## src/rtl/multi_edge_detector_pkg.sv

```systemverilog
// Shared parameters and types for the multi-channel edge detector.
package multi_edge_detector_pkg;

    localparam int unsigned WIDTH_DEF       = 8;
    localparam int unsigned SYNC_STAGES_DEF = 2;
    localparam int unsigned FILTER_LEN_DEF  = 4;

    // Edge decision produced by a channel filter on a given cycle.
    typedef enum logic [1:0] {
        EDGE_NONE = 2'd0,
        EDGE_RISE = 2'd1,
        EDGE_FALL = 2'd2
    } edge_e;

    // Width of a persistence counter able to count up to filter_len.
    function automatic int unsigned cnt_width(input int unsigned filter_len);
        return $clog2(filter_len + 1);
    endfunction

endpackage

```

## src/rtl/multi_edge_detector_if.sv

```systemverilog
// Signal bundle between the edge detector and its user.
// master: drives raw inputs, enables and clears; slave: returns level, edges, status, irq.
interface multi_edge_detector_if
    import multi_edge_detector_pkg::*;
#(
    parameter int unsigned WIDTH = WIDTH_DEF
) ();

    logic [WIDTH-1:0] a_i;
    logic [WIDTH-1:0] rise_en_i;
    logic [WIDTH-1:0] fall_en_i;
    logic [WIDTH-1:0] clear_i;
    logic [WIDTH-1:0] level_o;
    logic [WIDTH-1:0] rising_edge_o;
    logic [WIDTH-1:0] falling_edge_o;
    logic [WIDTH-1:0] status_o;
    logic             irq_o;

    modport master (
        output a_i, rise_en_i, fall_en_i, clear_i,
        input  level_o, rising_edge_o, falling_edge_o, status_o, irq_o
    );

    modport slave (
        input  a_i, rise_en_i, fall_en_i, clear_i,
        output level_o, rising_edge_o, falling_edge_o, status_o, irq_o
    );

endinterface

```

## src/rtl/multi_edge_detector_chan.sv

```systemverilog
// One channel: synchroniser, persistence filter, filtered level and edge pulses.
// Ports: clk, reset_n, a (raw async input), level (filtered), rise/fall (one-cycle pulses).
module edge_det_chan
    import multi_edge_detector_pkg::*;
#(
    parameter int unsigned SYNC_STAGES = SYNC_STAGES_DEF,
    parameter int unsigned FILTER_LEN  = FILTER_LEN_DEF
) (
    input  logic clk,
    input  logic reset_n,
    input  logic a,
    output logic level,
    output logic rise,
    output logic fall
);

    localparam int unsigned CW = cnt_width(FILTER_LEN);
    localparam logic [CW-1:0] CNT_LAST = CW'(FILTER_LEN - 1);

    logic [SYNC_STAGES-1:0] sync_q;
    logic                   s_c;
    logic [CW-1:0]          cnt_q;
    logic [CW-1:0]          cnt_d;
    logic                   level_d;
    edge_e                  edge_c;

    assign s_c = sync_q[SYNC_STAGES-1];

    // Synchroniser shift chain.
    always_ff @(posedge clk or negedge reset_n) begin
        if (!reset_n) begin
            sync_q <= '0;
        end else begin
            sync_q <= {sync_q[SYNC_STAGES-2:0], a};
        end
    end

    // Counter restarts on any return to level; the level flips on the last count.
    always_comb begin
        cnt_d   = '0;
        level_d = level;
        edge_c  = EDGE_NONE;
        if (s_c != level) begin
            if (cnt_q == CNT_LAST) begin
                level_d = s_c;
                edge_c  = s_c ? EDGE_RISE : EDGE_FALL;
            end else begin
                cnt_d = cnt_q + CW'(1);
            end
        end
    end

    // Filter state and registered edge pulses.
    always_ff @(posedge clk or negedge reset_n) begin
        if (!reset_n) begin
            cnt_q <= '0;
            level <= 1'b0;
            rise  <= 1'b0;
            fall  <= 1'b0;
        end else begin
            cnt_q <= cnt_d;
            level <= level_d;
            rise  <= (edge_c == EDGE_RISE);
            fall  <= (edge_c == EDGE_FALL);
        end
    end

endmodule

```

## src/rtl/multi_edge_detector.sv

```systemverilog
// Multi-channel debounced edge detector with sticky, clearable status and an interrupt.
// Ports: clk, reset_n (async active-low), bus (slave side: a_i, rise_en_i, fall_en_i,
// clear_i in; level_o, rising_edge_o, falling_edge_o, status_o, irq_o out).
module multi_edge_detector
    import multi_edge_detector_pkg::*;
#(
    parameter int unsigned WIDTH       = WIDTH_DEF,
    parameter int unsigned SYNC_STAGES = SYNC_STAGES_DEF,
    parameter int unsigned FILTER_LEN  = FILTER_LEN_DEF
) (
    input  logic                   clk,
    input  logic                   reset_n,
    multi_edge_detector_if.slave   bus
);

    logic [WIDTH-1:0] level_q;
    logic [WIDTH-1:0] rise_q;
    logic [WIDTH-1:0] fall_q;
    logic [WIDTH-1:0] status_q;
    logic [WIDTH-1:0] status_d;
    logic [WIDTH-1:0] set_c;
    logic             irq_q;

    // Independent per-channel filters.
    for (genvar g = 0; g < WIDTH; g++) begin : g_chan
        edge_det_chan #(
            .SYNC_STAGES (SYNC_STAGES),
            .FILTER_LEN  (FILTER_LEN)
        ) u_chan (
            .clk     (clk),
            .reset_n (reset_n),
            .a       (bus.a_i[g]),
            .level   (level_q[g]),
            .rise    (rise_q[g]),
            .fall    (fall_q[g])
        );
    end

    // Enabled edges set status; set wins over a simultaneous clear.
    always_comb begin
        set_c    = (rise_q & bus.rise_en_i) | (fall_q & bus.fall_en_i);
        status_d = set_c | (status_q & ~bus.clear_i);
    end

    // irq is taken from the next-status value so it moves with status_o.
    always_ff @(posedge clk or negedge reset_n) begin
        if (!reset_n) begin
            status_q <= '0;
            irq_q    <= 1'b0;
        end else begin
            status_q <= status_d;
            irq_q    <= |status_d;
        end
    end

    assign bus.level_o        = level_q;
    assign bus.rising_edge_o  = rise_q;
    assign bus.falling_edge_o = fall_q;
    assign bus.status_o       = status_q;
    assign bus.irq_o          = irq_q;

endmodule
```

## src/flat_wrapper.sv

```systemverilog
// flat-port wrapper written by rule: the top's interface ports become plain ports
module multi_edge_detector_flat import multi_edge_detector_pkg::*;
#(
    parameter int unsigned WIDTH       = WIDTH_DEF,
    parameter int unsigned SYNC_STAGES = SYNC_STAGES_DEF,
    parameter int unsigned FILTER_LEN  = FILTER_LEN_DEF
)
  (clk, reset_n, bus_a_i, bus_rise_en_i, bus_fall_en_i, bus_clear_i, bus_level_o, bus_rising_edge_o, bus_falling_edge_o, bus_status_o, bus_irq_o);
  multi_edge_detector_if #(.WIDTH(WIDTH)) bus_i ();
  input  logic clk;
  input  logic reset_n;
  input wire logic [$bits(bus_i.a_i)-1:0] bus_a_i;
  input wire logic [$bits(bus_i.rise_en_i)-1:0] bus_rise_en_i;
  input wire logic [$bits(bus_i.fall_en_i)-1:0] bus_fall_en_i;
  input wire logic [$bits(bus_i.clear_i)-1:0] bus_clear_i;
  output wire logic [$bits(bus_i.level_o)-1:0] bus_level_o;
  output wire logic [$bits(bus_i.rising_edge_o)-1:0] bus_rising_edge_o;
  output wire logic [$bits(bus_i.falling_edge_o)-1:0] bus_falling_edge_o;
  output wire logic [$bits(bus_i.status_o)-1:0] bus_status_o;
  output wire logic [$bits(bus_i.irq_o)-1:0] bus_irq_o;
  assign bus_i.a_i = bus_a_i;
  assign bus_i.rise_en_i = bus_rise_en_i;
  assign bus_i.fall_en_i = bus_fall_en_i;
  assign bus_i.clear_i = bus_clear_i;
  assign bus_level_o = bus_i.level_o;
  assign bus_rising_edge_o = bus_i.rising_edge_o;
  assign bus_falling_edge_o = bus_i.falling_edge_o;
  assign bus_status_o = bus_i.status_o;
  assign bus_irq_o = bus_i.irq_o;
  multi_edge_detector #(.WIDTH(WIDTH), .SYNC_STAGES(SYNC_STAGES), .FILTER_LEN(FILTER_LEN)) u_core (.clk(clk), .reset_n(reset_n), .bus(bus_i));
endmodule
```

## config.mk

```make
export PLATFORM = sky130hd
export DESIGN_NAME = multi_edge_detector_flat
export DESIGN_NICKNAME = d
export VERILOG_FILES = /design/src/rtl/multi_edge_detector_pkg.sv /design/src/rtl/multi_edge_detector_if.sv /design/src/rtl/multi_edge_detector_chan.sv /design/src/rtl/multi_edge_detector.sv /design/src/flat_wrapper.sv
export SDC_FILE = /design/constraint.sdc
export NUM_CORES = 1
export LEC_CHECK = 0
export BUFFER_PORTS_ARGS = -buffer_cell sky130_fd_sc_hd__buf_2
export CORE_MARGIN = 2
export CORE_UTILIZATION = 35
export DETAILED_ROUTE_END_ITERATION = 12
export SYNTH_ARGS = -nofsm -noshare
export SYNTH_HDL_FRONTEND = slang
export SYNTH_HIERARCHICAL = 1
export SYNTH_SLANG_ARGS = --single-unit
```

## constraint.sdc

```tcl
create_clock -name clk -period 2.3 [get_ports clk]
set_input_delay 0.23 -clock clk [delete_from_list [all_inputs] [get_ports clk]]
set_output_delay 0.23 -clock clk [all_outputs]
set_load 0.005 [all_outputs]
```

==> out/metrics.yaml, run 1 <==
status:
  status: "completed"
worst_setup_path:
  critPathCaptureType: "flop"
  cp_max_fo: 2
  critPathArrivalTime_ns: 1.42
  cp.required_ns: 2.52
  start_kind: "flop"
  path_class: "flop to flop"
sta:
  setup_viol: 0
  fmax_mhz: 831
  drv_slew: 0
  max_slew_margin: 0.611
  post-route-period-util: 0.523
  post-route-min-period_ns: 1.20
  finalWorstSetupSlack_ns: 1.10
  fin_setup_tns_ns: 0
  rsz0062_at_grt: "no"
  finalHoldViolations: 0
  finClkSkew_ns: 0.00764
  tightest_slew_ns: 0.584
global_routing:
  grt_max_degree: 47
  antenna_found_initial: 0
  grt_util_all_layers: 0.119
  grt_pass1_wl_um: 7530
  overflow: 0
  grt_pass1_vias: 1588
clock_tree:
  cts_buffer_depth: 2
  cts_tree: "built"
  cts_sinks: 73
  cts.repair.resized: 0
  cts_buffers: 9
  path_clk_slew_ns: 0.07
  root_buffer: "clkbuf_8"
  insertion_delay_ns: 0.33
  postCtsSetupRepairBufs: 0
  h-tree-depth: 3
placed_design:
  finalWeightedCongestion: 0.694
  portBuffers: 66
  dp_slack_ns: 1.10
  dpl.hpwl_um: 3100
synth:
  syn_area_per_cell_um2: 15.6
  synth_seq_cells: 73
  synth.distinct_cells: 14
  syn_nets: 214
  syn-instance-count: 172
  yosysWarningCount: 6
  yosys.area.top_type: "dfrtp_1"
  synth_area_leaders: "dfrtp_1 68%, nor3b_1 9.0%, nand2b_4 4.1%"
  syn_area_mm2: 0.00268
  synth_top_area_frac: 0.681
  yosysSeqAreaShare: 0.681
floorplan:
  rows: 31
  die_x_um: 91.6
  dieHeight_um: 91.6
  start_util: 0.366
  die_area_mm2: 0.00838
  core_area_mm2: 0.00733
  ios: 67
run:
  cap_violations: 0
final_layout:
  drive_gt1_frac: 0.390
  nets: 301
  n_antenna_cell: 0
  mostFrequentLayoutCell: "dfrtp_1"
  area_growth_pct: 28.9
  num-fill-cells: 660
  final_cell_mix: "73 x dfrtp_1, 65 x buf_2, 32 x nor3b_1"
worst_hold_path:
  hold_path_class: "input pin to flop"
route:
  post_drt_wl_per_cell_um: 12.3
  drtAntennaViolNets: 0
  totalWireLength_um: 4470
  firstDrtPassIters: 4
  num_vias: 1583
  via_per_inst: 4.36
  remaining_drc_errors: 0
  drt_iter0_markers: 45
pwr:
  vdd_drop_max_mv: 0.429
  total_power_mw: 3.44
  powerDensity_mw_per_mm2: 994
  p_leak_nw: 1.68
==> sequential cells by signal, summed over array words and instances (netlist names) <==
| register | cells |
|---|---|
| u_core/g_chan.u_chan/sync_q | 16 |
| u_core/g_chan.u_chan/rise | 8 |
| u_core/g_chan.u_chan/cnt_q | 24 |
| u_core/g_chan.u_chan/level | 8 |
| u_core/bus.irq_o | 1 |
| u_core/bus.status_o | 8 |
| u_core/g_chan.u_chan/fall | 8 |
==> cells by family (layout without fill, tap and decap cells) <==
logic type      Yosys count  in the layout  share of synthesized area
buf+inv                   8            100                     0.0112
simple gates             51             51                      0.167
flops                    73             73                      0.681
fa+ha+maj                 8              8                     0.0373
xor+xnor                  8              8                     0.0261
compound gates           16             16                     0.0438
mux                       8              8                     0.0336
==> synth_stat cells <==
master    instances
o21ai_1           6
dfrtp_1          73
nand2b_4          8
ha_1              8
and3b_1           8
o21ai_2           2
a22oi_1           6
nor4_2            2
nand2_1           1
a22oi_2           2
nor3b_1          32
inv_1             8
xnor2_1           8
mux2_2            8
==> worst max-delay path, cell delays in order (launching register included) <==
cell	delay [ns]
dfrtp_1	0.38
a22oi_1	0.27
o21ai_1	0.16
nor4_2	0.22
nand2_1	0.07
==> through the flow <==
stage                     instance area, µm²  hold WS (ns)  instances  utilization
after floorplan                         2680       -0.0656        172            -
final                                   3460        0.0917        363        0.472
after global placement                  3160         0.281        338        0.431
after detailed placement                3160         0.282        338        0.431
after global routing                    3460        0.0681        363        0.472
after CTS                               3460        0.0748        363        0.472
==> where the power goes <==
part / switching [mW] / internal, mW / total (mW)
registers: 0.171 / 1.52 / 1.69
logic: 0.310 / 0.417 / 0.727
clock network: 0.428 / 0.590 / 1.02
total: 0.910 / 2.53 / 3.44
==> layout make-up <==
type,instances,area (µm²),share of cell area
Sequential cell,73,1830,0.528
Multi-Input combinational cell,91,827,0.239
Timing Repair Buffer,76,443,0.128
Tap cell,99,124,0.0358
Clock buffer,14,173,0.0499
Inverter,8,30.0,0.00868
Clock inverter,2,35.0,0.0101
==> final timing paths <==
check	from	end	slack [ns]	cells after the start
min in group asynchronous	reset_n	u_core/g_chan[2].u_chan/rise$_DFF_PN0_	0.44	2
worst max-delay path	u_core/g_chan[4].u_chan/rise$_DFF_PN0_	u_core/bus.irq_o$_DFF_PN0_	1.10	4
worst min register to register	u_core/g_chan[7].u_chan/sync_q[0]$_DFF_PN0_	u_core/g_chan[7].u_chan/sync_q[1]$_DFF_PN0_	0.35	0
max in group asynchronous	reset_n	u_core/g_chan[3].u_chan/cnt_q[1]$_DFF_PN0_	1.31	3
worst max register to register	u_core/g_chan[4].u_chan/rise$_DFF_PN0_	u_core/bus.irq_o$_DFF_PN0_	1.10	4
worst min-delay path	bus_clear_i[0]	u_core/bus.status_o[0]$_DFF_PN0_	0.09	2
==> what timing repair did <==
item                       CTS  global route
hold buffers                 9             0
hold endpoints to repair    53             0
setup endpoints to repair    0             0
==> routing by layer <==
layer	GRT usage	part of all wire
met5	0	0
met1	0.163	0.50
met2	0.165	0.42
met3	0.0407	0.058
met4	0.0644	0.019
(Power assumes the default switching activity.)
==> run 2: changes to the inputs <==
clock period = 1 ns   (was 2.3 ns; I/O delays follow)
==> run 2 against run 1 <==
The flow now finishes with violations (setup timing). Die area unchanged. Total power grew to 3.0 times the previous value. Clock-buffer cell count is the same. First-iteration DRC count increased by 20%. Sequential share of layout area down 12 points. Core utilization rose by 14 points. Worst setup slack worse by 1.3 ns. Design area increased by 30%. Register-to-register slack lost 1.3 ns. Largest power group is now combinational logic.
==> out/metrics.yaml, run 2 (synthesized netlist as in run 1, its figures left out) <==
route:
  totalWireLength_um: 5660  # +27%
  remaining_drc_errors: 0  # unchanged
  via_per_inst: 4.39  # +0.74%
  firstDrtPassIters: 4  # unchanged
  drtAntennaViolNets: 0  # unchanged
  drt_iter0_markers: 54  # +20%
  post_drt_wl_per_cell_um: 13.3  # +8.2%
  num_vias: 1867  # +18%
worst_setup_path:
  critPathArrivalTime_ns: 1.39  # -0.03 ns
  crit_chain: "a22oi_2, o21ai_2, nor4_2, nand2_1"
  cp_num_buf_inv: 0  # unchanged
  start_kind: "flop"
  cp.required_ns: 1.21  # -1.31 ns
  critPathCaptureType: "flop"
  r2r_slack_ns: -0.18  # -1.28 ns
  critical-path-top-delay-family: "flip-flops"
  path_class: "flop to flop"
  r2r_cells: 4  # unchanged
  slowest_stage: "dfrtp_1"
  cp_max_fo: 2  # unchanged
  worstReg2RegStart: "u_core/g_chan[7].u_chan/rise$_DFF_PN0_"
  cpPeakStageDelay_ns: 0.40  # +0.02 ns
  worstReg2RegEnd: "u_core/bus.irq_o$_DFF_PN0_"
placed_design:
  placed_cells: 365  # +8.0%
  portBuffers: 66  # unchanged
  finalWeightedCongestion: 0.691  # -0.53%
  placed_area_mm2: 0.00343  # +8.4%
  dpl.hpwl_um: 3470  # +12%
  dp_slack_ns: -0.289  # -1.39 ns
sta:
  post-route-min-period_ns: 1.18  # -0.0243 ns
  rsz0062_at_grt: "yes"
  finClkSkew_ns: 0.00271  # -0.00493 ns
  setup_viol: 25  # +25
  holdWs_ns: 0.0183  # -0.0734 ns
  finalHoldViolations: 0  # unchanged
  fmax_mhz: 848  # +2.1%
  max_slew_margin: 0.784  # +0.173
  finalWorstSetupSlack_ns: -0.179  # -1.28 ns
  fin_setup_tns_ns: -1.59  # -1.59 ns
  drv_slew: 0  # unchanged
  post-route-period-util: 1.18  # +0.656
  tightest_slew_ns: 0.324  # -0.260 ns
floorplan:
  dieHeight_um: 91.6  # unchanged
  start_util: 0.366  # unchanged
  die_x_um: 91.6  # unchanged
  core_area_mm2: 0.00733  # unchanged
  die_area_mm2: 0.00838  # unchanged
  ios: 67  # unchanged
  rows: 31  # unchanged
global_routing:
  grt_pass1_wl_um: 9520  # +26%
  grt_max_degree: 28  # -40%
  overflow: 0  # unchanged
  grt_util_all_layers: 0.148  # +0.0292
  antenna_found_initial: 0  # unchanged
  grt_pass1_vias: 1967  # +24%
pwr:
  p_leak_nw: 2.16  # +29%
  vdd_drop_max_mv: 1.60  # +270%
  total_power_mw: 10.2  # +200%
  powerDensity_mw_per_mm2: 2270  # +130%
final_layout:
  regArea_mm2: 0.00183  # +0.14%
  multi_input_area_mm2: 0.00124  # +50%
  stdcell_count: 425  # +17%
  final_cell_area_mm2: 0.00448  # +30%
  nets: 365  # +21%
  mostFrequentLayoutCell: "dfrtp_1"
  n_antenna_cell: 0  # unchanged
  largest_reg_flops: 24  # unchanged
  top_register: "u_core/g_chan.u_chan/cnt_q"
  num-fill-cells: 573  # -13%
  drive_gt1_frac: 0.647  # +0.257
  fin_util: 0.611  # +0.139
  reg.largest.list: "u_core/g_chan.u_chan/cnt_q: 24 flops, u_core/g_chan.u_chan/sync_q: 16 flops"
  area_growth_pct: 66.9
  final_cell_mix: "71 x dfrtp_1, 57 x buf_2, 33 x buf_4"
clock_tree:
  path_clk_slew_ns: 0.07  # about the same
  h-tree-depth: 3  # unchanged
  cts_buffers: 9  # unchanged
  root_buffer: "clkbuf_8"
  cts_sinks: 73  # unchanged
  insertion_delay_ns: 0.33  # about the same
  cts_tree: "built"
  cts_buffer_depth: 2  # unchanged
worst_hold_path:
  holdPathEnd: "u_core/bus.status_o[6]$_DFF_PN0_"
  whs_path_depth: 3  # +1
  hold_path_class: "input pin to flop"
  worstHoldStart: "bus_fall_en_i[6]"
status:
  status: "complete, but fails checks"
  violations: "setup timing"
run:
  cap_violations: 0  # unchanged
==> run 2: cell types whose count changed in the layout (fill, tap and decap cells not counted), sizes merged <==
cell / change
dlygate4sd3: +7
bufinv: -1
buf: +57
clkinv: -1
==> run 2: worst max-delay path by stage <==
| stage | startpoint | end | slack [ns] | cells after the start |
|---|---|---|---|---|
| floorplan | u_core/g_chan[6].u_chan/rise$_DFF_PN0_ | u_core/bus.irq_o$_DFF_PN0_ | -0.06 | 4 |
| finish | u_core/g_chan[7].u_chan/rise$_DFF_PN0_ | u_core/bus.irq_o$_DFF_PN0_ | -0.18 | 4 |
| global placement | u_core/g_chan[3].u_chan/rise$_DFF_PN0_ | u_core/bus.irq_o$_DFF_PN0_ | -0.22 | 4 |
| detailed placement | u_core/g_chan[3].u_chan/rise$_DFF_PN0_ | u_core/bus.irq_o$_DFF_PN0_ | -0.29 | 4 |
| CTS | u_core/g_chan[7].u_chan/rise$_DFF_PN0_ | u_core/bus.irq_o$_DFF_PN0_ | -0.17 | 4 |
| global route | u_core/g_chan[3].u_chan/rise$_DFF_PN0_ | u_core/bus.irq_o$_DFF_PN0_ | -0.29 | 4 |
==> run 2: metal layers <==
layer | vias up | global-route usage | part of all wire
met4 | 0 | 0.0341 | 0.011
li1 | 901 | - | -
met3 | 5 | 0.0672 | 0.066
met1 | 902 | 0.196 | 0.45
met5 | - | 0 | 0
met2 | 59 | 0.224 | 0.47
==> run 2: layout make-up <==
| type | instances | share of cell area |
|---|---|---|
| sequential | 73 | 0.408 |
| multi-input combinational | 91 | 0.277 |
| timing repair buffer | 140 | 0.244 |
| clock buffer | 14 | 0.0363 |
| tap | 99 | 0.0277 |
| inverter | 8 | 0.00670 |
==> run 2: worst reg2reg max path: stages (launching register included) <==
cell and delay (ns):
dfrtp_1 0.40, a22oi_2 0.19, o21ai_2 0.10, nor4_2 0.28
nand2_1 0.09
==> run 2: timing repair <==
action                                  in CTS  in global routing
buffers inserted                            20                 11
pin swaps                                   12                 21
hold buffers                                16                  0
endpoints found under the setup margin      42                 61
hold endpoints to repair                    88                  0
gates resized for setup                     62                 29
==> run 2: where the power goes <==
group,switching [mW],internal (mW),total [mW]
logic,1.44,2.79,4.23
registers,0.492,3.51,4.00
clock network,0.940,1.01,1.95
